==> config.mk <==
export PLATFORM = sky130hd
export DESIGN_NAME = reg_file_np
export DESIGN_NICKNAME = d
export VERILOG_FILES = /design/src/rtl/mips_pkg.sv /design/src/rtl/reg_read_port.sv /design/src/rtl/reg_file_np.sv
export SDC_FILE = /design/constraint.sdc
export NUM_CORES = 2
export LEC_CHECK = 0
export BUFFER_PORTS_ARGS = -buffer_cell sky130_fd_sc_hd__buf_2
export CORE_MARGIN = 10
export CORE_UTILIZATION = 40
export DETAILED_ROUTE_END_ITERATION = 6
export PLACE_DENSITY = 0.54
export SLEW_MARGIN = 30
export SYNTH_ARGS = -nofsm -noshare
export SYNTH_HDL_FRONTEND = slang
export SYNTH_SLANG_ARGS = --single-unit
==> constraint.sdc <==
create_clock -name clk -period 4.6 [get_ports clk]
set_input_delay 0.46 -clock clk [delete_from_list [all_inputs] [get_ports clk]]
set_output_delay 0.46 -clock clk [all_outputs]
set_load 0.05 [all_outputs]
==> src/rtl/mips_pkg.sv <==
// Shared MIPS datapath definitions: register file defaults, dump engine states,
// and architectural register numbers used by the decode and writeback stages.
package mips_pkg;

   localparam int WIDTH_DEF    = 32;
   localparam int DEPTH_DEF    = 32;
   localparam int ZERO_REG_DEF = 1;

   // Link register written by JAL/JALR, selected by the WB destination logic.
   localparam logic [4:0] REG_RA = 5'd31;

   typedef enum logic {
      DUMP_IDLE = 1'b0,
      DUMP_SCAN = 1'b1
   } dump_state_t;

endpackage

==> src/rtl/reg_read_port.sv <==
// One register file read port: hard-wired zero, same-cycle write bypass,
// otherwise the stored array value.
module reg_read_port #(
   parameter int WIDTH    = 32,
   parameter int AW       = 5,
   parameter int ZERO_REG = 1
) (
   input  logic [AW-1:0]    addr,
   input  logic             we,
   input  logic [AW-1:0]    wa,
   input  logic [WIDTH-1:0] wd,
   input  logic [WIDTH-1:0] arr_data,
   output logic [WIDTH-1:0] data
);

   // Zero check is last so it overrides a bypass aimed at R0.
   always_comb begin
      data = arr_data;
      if (we && (wa == addr)) begin
         data = wd;
      end
      if ((ZERO_REG != 0) && (addr == '0)) begin
         data = '0;
      end
   end

endmodule

==> src/rtl/reg_file_np.sv <==
// MIPS GPR file with RD_PORTS combinational read ports, a bypassed write port,
// HI/LO, and a valid/ready dump engine that walks every GPR in index order.
module reg_file_np
   import mips_pkg::*;
#(
   parameter int WIDTH    = WIDTH_DEF,
   parameter int DEPTH    = DEPTH_DEF,
   parameter int RD_PORTS = 2,
   parameter int ZERO_REG = ZERO_REG_DEF,
   localparam int AW      = $clog2(DEPTH)
) (
   input  logic                      clk,
   input  logic                      reset,
   input  logic [RD_PORTS*AW-1:0]    ra,
   output logic [RD_PORTS*WIDTH-1:0] rd,
   input  logic                      we,
   input  logic [AW-1:0]             wa,
   input  logic [WIDTH-1:0]          wd,
   input  logic                      hi_we,
   input  logic                      lo_we,
   input  logic [WIDTH-1:0]          hi_wd,
   input  logic [WIDTH-1:0]          lo_wd,
   output logic [WIDTH-1:0]          hi,
   output logic [WIDTH-1:0]          lo,
   input  logic                      dump_start,
   input  logic                      dump_ready,
   output logic                      dump_valid,
   output logic [AW-1:0]             dump_idx,
   output logic [WIDTH-1:0]          dump_data,
   output logic                      dump_busy
);

   localparam logic [AW-1:0] LAST_IDX = AW'(DEPTH - 1);

   logic [WIDTH-1:0] regs [DEPTH];
   logic [WIDTH-1:0] hi_q;
   logic [WIDTH-1:0] lo_q;
   logic             wr_en;

   dump_state_t      state_q;
   dump_state_t      state_d;
   logic [AW-1:0]    idx_q;
   logic [AW-1:0]    idx_d;
   logic [WIDTH-1:0] scan_data;

   assign wr_en = we && !((ZERO_REG != 0) && (wa == '0));

   always_ff @(posedge clk) begin
      if (reset) begin
         for (int i = 0; i < DEPTH; i++) begin
            regs[i] <= '0;
         end
         hi_q <= '0;
         lo_q <= '0;
      end else begin
         if (wr_en) begin
            regs[wa] <= wd;
         end
         if (hi_we) begin
            hi_q <= hi_wd;
         end
         if (lo_we) begin
            lo_q <= lo_wd;
         end
      end
   end

   assign hi = hi_q;
   assign lo = lo_q;

   for (genvar k = 0; k < RD_PORTS; k++) begin : g_rd
      reg_read_port #(.WIDTH(WIDTH), .AW(AW), .ZERO_REG(ZERO_REG)) u_port (
         .addr     (ra[k*AW +: AW]),
         .we       (we),
         .wa       (wa),
         .wd       (wd),
         .arr_data (regs[ra[k*AW +: AW]]),
         .data     (rd[k*WIDTH +: WIDTH])
      );
   end

   // The dump path reads through the same bypass rule, so it shows live contents.
   reg_read_port #(.WIDTH(WIDTH), .AW(AW), .ZERO_REG(ZERO_REG)) u_dump_port (
      .addr     (idx_q),
      .we       (we),
      .wa       (wa),
      .wd       (wd),
      .arr_data (regs[idx_q]),
      .data     (scan_data)
   );

   // Dump handshake: a beat (dump_idx, dump_data) is offered while dump_valid is
   // high and is consumed on a rising edge where dump_valid && dump_ready; the
   // index holds until then, while dump_data may follow writes to that index.
   always_ff @(posedge clk) begin
      if (reset) begin
         state_q <= DUMP_IDLE;
         idx_q   <= '0;
      end else begin
         state_q <= state_d;
         idx_q   <= idx_d;
      end
   end

   always_comb begin
      state_d = state_q;
      idx_d   = idx_q;
      case (state_q)
         DUMP_IDLE: begin
            if (dump_start) begin
               state_d = DUMP_SCAN;
               idx_d   = '0;
            end
         end
         DUMP_SCAN: begin
            if (dump_ready) begin
               if (idx_q == LAST_IDX) begin
                  state_d = DUMP_IDLE;
                  idx_d   = '0;
               end else begin
                  idx_d = idx_q + AW'(1);
               end
            end
         end
         default: begin
            state_d = DUMP_IDLE;
            idx_d   = '0;
         end
      endcase
   end

   always_comb begin
      dump_valid = (state_q == DUMP_SCAN);
      dump_busy  = (state_q == DUMP_SCAN);
      dump_idx   = idx_q;
      dump_data  = (state_q == DUMP_SCAN) ? scan_data : '0;
   end

endmodule

======== Word-level counts from Yosys, hierarchy flattened ========
Memory sizes are Yosys's and may differ from the RTL's. A register that Yosys moved wholly into a read port is not among the register bits.
Index checks and enable logic that the tools add are counted.
storage, ports and cells
  register bits ........................... 70
  RAM bits ................................ 1024
  input bits .............................. 118
  output and inout port bits .............. 167
  word-level logic and storage cells ...... 49
  memories kept ........................... 1
memory list
  memory  depth  width  rd ports  clocked after Yosys merged registers in  wr ports  line               source
  regs    32     32     3         1                                        32        reg_file_np.sv:35  logic [WIDTH-1:0] regs [DEPTH];
cells by class
  $add $sub $neg .......................... 1
  equality and inequality tests ........... 6
  multiplexer cells ....................... 25
  bitwise gates (word level) .............. 1
  reduce and logical (&&, ||, !) cells .... 11
operator list
  kind                                                           count
  32-bit 2-to-1 mux                                              8
  32-bit OR reduction                                            1
  5-bit 2-to-1 mux                                               6
  5-bit zero test                                                4
  5-bit equality test                                            3
  5-bit one-hot mux with 2 select lines                          1
  1-bit 2-to-1 mux                                               9
  5-bit by 1-bit adder with 5-bit output, second input constant  1
  5-bit equality test, second input constant                     1
  1-bit logical AND                                              4
  2-bit inequality test, second input constant                   2
  1-bit one-hot mux with 2 select lines                          1
  2-bit AND reduction                                            1
  1-bit zero test                                                1
  1-bit NOT                                                      1

======== Longest topological paths before layout ========
  depth after elaboration ................. 8
  depth in mapped cells ................... 10
  depth with buffers taken out ............ 7

======== Hierarchy ========
Synthesis repeated with hierarchy kept, for this count alone.
second synthesis, totals
  cells, all modules ...................... 6413
  area total of the unflattened synthesis .. 69681.8 µm²
modules (own cells, without submodules)
  module         times used  cells each  area an instance (µm²)  sequential area each (µm²)
  reg_file_np    1           6044        67760.0                 32250.9
  reg_read_port  3           123         640.6                   0.0

======== Worst setup path after synthesis ========
OpenSTA, ideal clock, no wires.
  path kind ............................... input -> output
  start ................................... input ra[0]
  end ..................................... output rd[12]
  arrival ................................. 2514 ps
  required time ........................... 4140 ps
  slack ................................... 1626 ps
  cell stages on the path ................. 9
  buffers on the path ..................... 4
  cells stage by stage .................... buf_4 -> buf_4 -> buf_6 -> buf_6 -> mux2i_1 -> a221oi_1 -> o21ai_0 -> o22a_1 -> a21oi_1
between the ends
  longest elaborated chain between the ends .. 4
  elaborated cells on any way between the ends .. 6
  those cells by class .................... eq/ne: 1; mux: 2; reduce/logical: 2; memory: 1
ends and longest elaborated chain
  what                                                                        line                 source
  from (decl)                                                                 reg_file_np.sv:14    input logic [RD_PORTS*AW-1:0] ra,
  parallel branches: the longest is 3 deep, another holds memory 32 x 32 bit  -
  32-bit 2-to-1 mux *                                                         reg_read_port.sv:22  if ((ZERO_REG != 0) && (addr == '0)) begin
  to (decl)                                                                   reg_file_np.sv:15    output logic [RD_PORTS*WIDTH-1:0] rd,
Mark *: on every way between the ends.

==> flow_summary.json <==
{
  "outcome": "finished, final reports clean",
  "antenna_found_initial": 40,
  "gp_congestion": 0.906,
  "cts_buffer_depth": 3,
  "p_switching_mw": 7.68,
  "crit_required_ns": 4.14,
  "drt-total-wl_um": 293000,
  "leakagePower_nw": 26.4,
  "peakVddDrop_uv": 308,
  "ant_nets": 0,
  "nets": 5037,
  "sw_frac_of_total": 0.284,
  "rsz0062_at_grt": "no",
  "tns_ns": 0,
  "setup_violations": 0,
  "seqCellArea_um2": 32300,
  "worst_slew_pin_slew_ns": 1.11,
  "initial_core_util": 0.402,
  "ys_ff_latch": 1099,
  "final_hold_viol_count": 0,
  "drv_slew": 0,
  "yosysUniqueCellTypes": 56,
  "cts_tree": "built",
  "synth_area_um2": 66100,
  "fin_crit_sh": 0.988,
  "vias": 49000,
  "clk_latency_ns": 0.78,
  "setup_ws_ns": 0.0570,
  "grt_pass1_vias": 47800,
  "core_um2": 165000,
  "synth_seq_area_share": 0.488,
  "dieArea_um2": 182000,
  "die_h_um": 426,
  "p_seq_frac": 0.441,
  "post_cts_buffers": 0,
  "syn_avg_cell_area_um2": 14.1,
  "layout-drive-gt1-share": 0.285,
  "dp_hpwl_um": 177000,
  "crit_path_max_fanout": 31,
  "detail_route.wl_per_cell_um": 40.4,
  "path_class": "flip-flop to output port",
  "power_frac_comb": 0.166,
  "cts_root_buf": "clkbuf_16",
  "internal_power_mw": 19.3,
  "drcViolationCount": 0,
  "overflow": 0,
  "cpMaxStageDelayCell": "and2_2",
  "htree_num_levels": 4,
  "drv_cap": 0,
  "p_per_area_nw_per_um2": 355,
  "cp.arrival_ns": 4.08,
  "cpPeakStageDelay_ns": 0.81,
  "track_usage": 0.315,
  "die_width_um": 426,
  "async_reset_ff_frac": 0,
  "via_per_inst": 6.76,
  "rows": 149,
  "drt_iter0_drc": 7716,
  "crit_path_start_kind": "flip-flop",
  "io_pins": 285,
  "cts.clk_slew.worst_paths_ns": 0.05,
  "cts_resized": 0,
  "syn_to_final_growth_pct": 14.9,
  "nFillCells": 14300,
  "grt_pass1_wl_um": 399000,
  "fmax_mhz": 220,
  "hold_class": "input port to flip-flop",
  "slew_headroom": 0.263,
  "yosys_warnings": 0,
  "cts_made_buffers": 136,
  "cp_cell_sequence": "and2_2, buf_4, a221oi_1, o21ai_0, buf_4, a21oi_1, a211o_1, buf_2",
  "syn_inst": 4700,
  "pre_cts_ws_ns": 0.825,
  "synth_edf_count": 1024,
  "clockPowerShare": 0.392,
  "fin_crit_ns": 4.54,
  "firstDrtPassIters": 5,
  "power_mw": 27.0,
  "cpMostUsedCell": "buf_4",
  "multi_input_area_um2": 31700,
  "worstSetupEndpointType": "output port",
  "grt_max_degree": 73,
  "synthFlopType": "edfxtp_1",
  "fin_skew_ns": 0.00273,
  "numClockSinks": 1099,
  "io_buffers": 284
}
[path summary, 6_finish.rpt]
kind	slack (ns)	depth (start not counted)	end	start
setup / recovery	0.06	8	dump_data[16]	flip-flop
setup reg to reg	2.57	6	flip-flop	dump_idx[0]$_SDFFE_PP0P_
hold / removal	0.17	2	lo[6]$_SDFFE_PP0P_	reset
hold reg to reg	0.49	2	hi[15]$_SDFFE_PP0P_	hi[15]$_SDFFE_PP0P_
[metrics by stage]
stage	utilization	instance area, um2	hold slack (ns)	cells
finish	0.461	76000	0.174	7238
global route	0.461	75900	0.135	7223
CTS	0.461	75900	0.0797	7213
detailed placement	0.431	71000	0.480	6901
global placement	0.431	70900	0.467	6898
floorplan	-	66200	0.578	4731
[cell type report]
type	instances	share of cell area
Antenna cell	25	0.000824
Clock buffer	173	0.0494
Clock inverter	73	0.00702
Inverter	5	0.000247
Multi-Input combinational cell	3091	0.418
Sequential cell	1099	0.425
Tap cell	2189	0.0361
Timing Repair Buffer	583	0.0640
[state kept, by name, indices dropped and copies added, names as in the netlist, named ones only]
signal     flops
dump_busy      1
regs        1024
lo            32
hi            32
dump_idx       5
[worst max-delay path, delay by kind of cell, from the launching register on]
family / cells / cell delay (ns)
compound gates: 4 / 0.88
buf+inv: 3 / 0.82
simple gates: 1 / 0.81
flops: 1 / 0.74
[per-layer routing]
metal | vias up | track usage | wire, um
met1 | 25300 | 0.408 | 107000
li1 | 19000 | - | -
met4 | 10 | 0.167 | 17100
met3 | 764 | 0.0862 | 35800
met5 | - | 0 | 64
met2 | 3905 | 0.481 | 133000
[power by group through the flow]
stage | clock network (mW) | logic, mW | registers, mW
final | 10.6 | 4.49 | 11.9
after global routing | 11.0 | 4.58 | 12.0
after CTS | 10.7 | 4.41 | 11.9
after detailed placement | 0 | 4.35 | 12.1
after global placement | 0 | 4.35 | 12.1
after floorplan | 0 | 2.58 | 12.0
[synthesized netlist by cell type, types with 11 or more instances]
cell type / number / area share
o22ai_1: 52 / 0.0049
edfxtp_1: 1024 / 0.47
buf_6: 36 / 0.0061
mux2i_1: 395 / 0.060
o22a_1: 11 / 0.0015
o21ai_0: 64 / 0.0048
o221ai_1: 24 / 0.0032
mux4_2: 624 / 0.21
clkbuf_1: 365 / 0.021
a22oi_1: 127 / 0.014
a211oi_1: 97 / 0.011
a221oi_1: 81 / 0.011
or2_2: 33 / 0.0031
nor2_1: 113 / 0.0064
buf_1: 29 / 0.0016
nor3b_1: 13 / 0.0015
a22o_1: 32 / 0.0042
dfxtp_1: 75 / 0.023
nor2b_1: 41 / 0.0039
a32o_1: 21 / 0.0032
o211ai_1: 14 / 0.0016
a21oi_1: 85 / 0.0064
buf_2: 69 / 0.0052
a221o_1: 24 / 0.0036
a211o_1: 32 / 0.0042
xnor2_1: 13 / 0.0017
nor3_1: 27 / 0.0020
and2_1: 998 / 0.094
nand3_1: 16 / 0.0012
nand2b_1: 16 / 0.0015
buf_4: 28 / 0.0032
nand2_1: 49 / 0.0028
[cell families after synthesis]
group | Yosys count | synth area share
buf+inv | 541 | 0.0394
fa+ha+maj | 3 | 0.000568
flops | 1099 | 0.488
simple gates | 1335 | 0.120
xor+xnor | 15 | 0.00199
compound gates | 687 | 0.0772
mux | 1019 | 0.272
other cells | 1 | 0.0000567
[layout by cell type, fill, tap and decap left out, drive strengths merged, types with 25 or more instances in the layout]
cell and count:
nand2 49, a22oi 127, a22o 32, a211o 32
mux4 624, a21oi 85, buf 517, or2 33
o22ai 52, a221oi 82, nor3 27, clkbuf 173
dfxtp 75, mux2i 395, nor2b 41, dlygate4sd3 66
diode 25, edfxtp 1024, clkinv 53, a211oi 97
and2 998, conb 32, o21ai 64, nor2 113
[timing repair]
action / 4_1_cts / 5_1_grt
hold buffers: 66 / 0
setup endpoints to repair: 0 / 0
endpoints found under the hold margin: 65 / 0
(Power assumes the default switching activity.)
